--- config.mk ---
export PLATFORM = sky130hd
export DESIGN_NAME = cp0_unit
export DESIGN_NICKNAME = d
export VERILOG_FILES = /design/src/rtl/cp0_unit.sv
export SDC_FILE = /design/constraint.sdc
export NUM_CORES = 1
export LEC_CHECK = 0
export CORE_UTILIZATION = 37
export DETAILED_ROUTE_END_ITERATION = 16
export PLACE_DENSITY = 0.77
export SYNTH_ARGS = -nofsm -noshare
export SYNTH_HDL_FRONTEND = slang
export SYNTH_SLANG_ARGS = --single-unit
--- constraint.sdc ---
create_clock -name clk -period 2.1 [get_ports clk]
set_clock_uncertainty 0.2 [all_clocks]
set_input_delay 0.21 -clock clk [delete_from_list [all_inputs] [get_ports clk]]
set_output_delay 0.21 -clock clk [all_outputs]
set_load 0.03 [all_outputs]
--- src/rtl/cp0_unit.sv ---
// Coprocessor-0 for the P8 pipeline: SR, Cause, EPC and PrID, the exception
// and interrupt request, and the mfc0 read path.
module cp0_unit #(
  parameter logic [31:0] PRID_VALUE = 32'h0000_0808
) (
  input  logic        clk,
  input  logic        reset,
  input  logic [4:0]  a1,
  input  logic [4:0]  a2,
  input  logic [31:0] din,
  input  logic        we,
  input  logic        exl_clr,
  input  logic [31:0] pc,
  input  logic        bd,
  input  logic [4:0]  exc_code,
  input  logic [5:0]  hw_int,
  output logic        intreq,
  output logic [31:0] epc,
  output logic [31:0] dout
);

  localparam logic [4:0] ADDR_SR    = 5'd12;
  localparam logic [4:0] ADDR_CAUSE = 5'd13;
  localparam logic [4:0] ADDR_EPC   = 5'd14;
  localparam logic [4:0] ADDR_PRID  = 5'd15;

  logic [5:0]  im_q, im_d;
  logic        exl_q, exl_d;
  logic        ie_q, ie_d;
  logic        bd_q, bd_d;
  logic [5:0]  ip_q, ip_d;
  logic [4:0]  exc_code_q, exc_code_d;
  logic [31:0] epc_q, epc_d;

  logic        int_cond;
  logic        exc_cond;
  logic [31:0] sr_word;
  logic [31:0] cause_word;

  // Request conditions; EXL masks both sources.
  always_comb begin
    int_cond = (|(ip_q & im_q)) & ie_q & ~exl_q;
    exc_cond = (exc_code != 5'd0) & ~exl_q;
    intreq   = int_cond | exc_cond;
  end

  // Next-state: exception entry overrides any mtc0 or eret in the same cycle.
  always_comb begin
    im_d       = im_q;
    exl_d      = exl_q;
    ie_d       = ie_q;
    bd_d       = bd_q;
    ip_d       = hw_int;
    exc_code_d = exc_code_q;
    epc_d      = epc_q;
    if (intreq) begin
      exl_d      = 1'b1;
      bd_d       = bd;
      epc_d      = bd ? (pc - 32'd4) : pc;
      exc_code_d = int_cond ? 5'd0 : exc_code;
    end else begin
      if (we) begin
        case (a2)
          ADDR_SR: begin
            im_d  = din[15:10];
            exl_d = din[1];
            ie_d  = din[0];
          end
          ADDR_EPC: epc_d = din;
          default: ;
        endcase
      end
      // eret placed after the SR write so it wins for EXL only
      if (exl_clr) exl_d = 1'b0;
    end
  end

  // Register state with asynchronous reset.
  always_ff @(posedge clk or posedge reset) begin
    if (reset) begin
      im_q       <= '0;
      exl_q      <= 1'b0;
      ie_q       <= 1'b0;
      bd_q       <= 1'b0;
      ip_q       <= '0;
      exc_code_q <= '0;
      epc_q      <= '0;
    end else begin
      im_q       <= im_d;
      exl_q      <= exl_d;
      ie_q       <= ie_d;
      bd_q       <= bd_d;
      ip_q       <= ip_d;
      exc_code_q <= exc_code_d;
      epc_q      <= epc_d;
    end
  end

  // Architectural register images and mfc0 read mux.
  always_comb begin
    sr_word    = {16'd0, im_q, 8'd0, exl_q, ie_q};
    cause_word = {bd_q, 15'd0, ip_q, 3'd0, exc_code_q, 2'd0};
    epc        = epc_q;
    case (a1)
      ADDR_SR:    dout = sr_word;
      ADDR_CAUSE: dout = cause_word;
      ADDR_EPC:   dout = epc_q;
      ADDR_PRID:  dout = PRID_VALUE;
      default:    dout = '0;
    endcase
  end

endmodule

==> run metrics <==
H-tree depth 2; Worst Setup SP exc_code[2]; Final setup viols 0; Total GRT Usage 0.244; Worst-path clk slew 100 ps; FP Rows 33; Max Fanout on Critical Path 3; failing checks negative hold slack; pin slew with the least headroom to its limit between 300 and 400 ps; worst reg2reg path startpoint ip_q[3]; total gr overflow 0; final instance area 5660 µm²; worst-path cell chain clkdlybuf4s50_1 > or4_4 > nor2_4 > a21o_1 > inv_2 > buf_6; placed insts between 600 and 700; P per Cell Area slightly above 900 nW/µm²; post-synthesis sequential element count 52; Synth-to-Final Area Change 73.8%; IO buf count 154; Post-synth EDFFs 0; hold path start exc_code[4]; DR WL met2 ~5700 µm; Post-Syn Area 3260 µm²; gpl congestion 0.800; clk_lat worst skew just over 300 ps; dpl ws -527 ps; Fill cells 660; detailed placement HPWL about 8400 µm; area share of and/or/nand/nor cells after synthesis 0.231; hold crit path type in -> reg; Crit path max-delay family simple AND/OR/NAND/NOR gates; largest net degree at the start of global routing 48; Die Area ~9200 µm²; largest family of logic cells by synthesized area simple AND/OR/NAND/NOR gates; starting density of the core 0.389; DRC 0; final wirelength around 11000 µm; Static Leakage between 2 and 3 nW; Pwr Total between 5 and 6 mW; top cells by area, synth dfrtp_1 40%, mux2_2 10%, xnor2_1 4.6%; Crit path buffers/inverters 3; Max Clock Freq 479 MHz; placed inst area 5320 µm²; metal3 WL 754 µm; Finished Core Util 0.675; Fin. Hold Viols 1; MaxCap Viol Count 0; n_diodes 0; Netlist cell types between 40 and 50; VDD IR max about 0.56 mV; critical path required time 1690 ps; post-synth top area cell dfrtp_1; Worst setup SP type primary input; Fin Setup TNS 0 ps; ys flop type dfrtp_1; CTS Buffer Depth 2; drt wl/cell 16.6 µm; critical path's slowest cell or4_4; vias after detailed routing about 3500; CTS tree done; layout cells sized above 1 0.315; Synth Area in Adders 0.00384; wl on met1 approximately 4500 µm; xor-xnor portion of the synthesized cell area 0.0726; Core ar. ~8400 µm²; CP Class in -> out; fin cells 670; Die Ht 95.8 µm; final net count approximately 660; post-synth top area share 0.400; CTS root buffer clkbuf_8; syn nets 438; sequential-to-total area share from yosys stat 0.400; # IOs 155; Yosys warning total 0; max-slew violation count 0; Cells after Synth about 350; first-pass GRT wire length around 17000 µm; status complete, but fails checks; Avg Cell Area, Syn around 9.4 µm²; unrepaired setup endpoints after global routing yes; WHS -16.8 ps; Top Metal Used met4; drt first pass iters 4; CTS buffer count 5; CP Data Arrival Time approximately 1700 ps; compound-cell area share of the yosys netlist 0.121; Post-synth ARST share 1.00; ANT nets after route 0; die width between 90 and 100 µm; vias in the first global route between 3000 and 4000; post-synthesis mux area share 0.134; critical path's largest stage delay approximately 540 ps; Worst Setup Slack, final 10.9 ps; Period minus WS final 2090 ps; fin crit share 0.995; Slew HR 0.756; Crit. End Element output pin; antenna violations before repair 0; CTS sink cnt 52; 1st-iter DRT viols about 100; via/cell ratio 5.19
what timing repair did:
item | 4_1_cts | 5_1_grt
hold buffers | 0 | 0
pin swaps | 14 | 16
resized for setup | 27 | 31
cloned | 1 | 0
buffers inserted | 1 | 4
setup endpoints to repair | 22 | 67
sequential cells by signal, summed over array words and instances, names as in the netlist:
| signal | flops |
|---|---|
| bd_q | 1 |
| epc | 32 |
| exc_code_q | 5 |
| exl_q | 1 |
| ie_q | 1 |
| im_q | 6 |
| ip_q | 6 |
cells by family (layout without fill, tap and decap cells):
family | after synthesis | count (layout)
and+or+nand+nor | 136 | 136
DFF | 52 | 52
AOI/OAI and AO/OA | 64 | 64
xor gates and xnor gates | 27 | 27
buffers and inverters | 27 | 245
adders and majority gates | 1 | 1
muxes | 40 | 40
worst register-to-register path: cells and delay by family (launching register included):
| family | cells | cell delay, ps |
|---|---|---|
| AND/OR/NAND/NOR | 2 | 170 |
| multiplexers | 1 | 330 |
| AO/OA/AOI/OAI | 2 | 550 |
| flip-flops | 1 | 400 |
| buffers and inverters | 2 | 310 |
synth_stat cells, types with 3 or more instances:
cell type / count
nor3_1: 12
mux2i_1: 11
buf_2: 6
nand4_1: 7
xnor2_1: 17
a22o_1: 8
mux2_2: 29
dfrtp_1: 52
xor2_1: 10
and3_1: 15
a22oi_1: 7
o21ai_0: 17
nand3_1: 6
or4_1: 3
or3_1: 6
clkbuf_1: 12
inv_1: 7
nor4_1: 5
nand2_1: 29
a21oi_1: 23
and2_1: 3
nor2_1: 37
placed cells by master, fill, tap and decap left out, types with 3 or more instances in the layout:
cell type        instances
clkdlybuf4s50_1        108
buf_4                   96
dfrtp_1                 52
nor2_1                  34
nand2_1                 29
mux2_2                  29
a21oi_1                 23
xnor2_1                 17
and3_1                  12
mux2i_1                 11
o21ai_0                 11
xor2_1                  10
nor3_1                  10
dlymetal6s2s_1           9
buf_6                    9
a22o_1                   8
nand4_1                  7
o21ai_1                  6
nand3_1                  5
inv_1                    5
a22oi_1                  5
clkbuf_8                 5
or3_4                    4
dlygate4sd2_1            4
or4_4                    3
or3_1                    3
and3_4                   3
and2_1                   3
nor4_2                   3
buf_12                   3
layer usage:
metal,global-route usage,vias up
met5,0,-
met4,0.0709,0
met3,0.0458,17
met2,0.442,130
met1,0.293,1642
li1,-,1687
path summary, 6_finish.rpt:
path                       depth (start not counted)       endpoint  slack [ps]
setup / recovery                                   6         intreq          10
hold / removal                                     3  exc_code_q[4]         -20
setup reg to reg                                   7        im_q[5]          30
hold reg to reg                                    2  exc_code_q[0]         290
max in group asynchronous                          3        epc[10]        1340
min in group asynchronous                          3  exc_code_q[2]          80
layout make-up:
class                      count  area [µm²]  share of cell area
multi-input combinational    268        1970               0.347
clock buffer                   5        68.8              0.0122
timing repair buffer         230        2140               0.378
tap                          105         131              0.0232
clock inverter                 3        27.5             0.00486
inverter                       7        26.3             0.00464
sequential                    52        1300               0.230
power by group:
part           switching (mW)  leakage [nW]  internal [mW]
logic                    1.51          1.90           1.29
registers               0.337         0.612           1.42
clock network           0.366        0.0463          0.246
(Power assumes the default switching activity.)
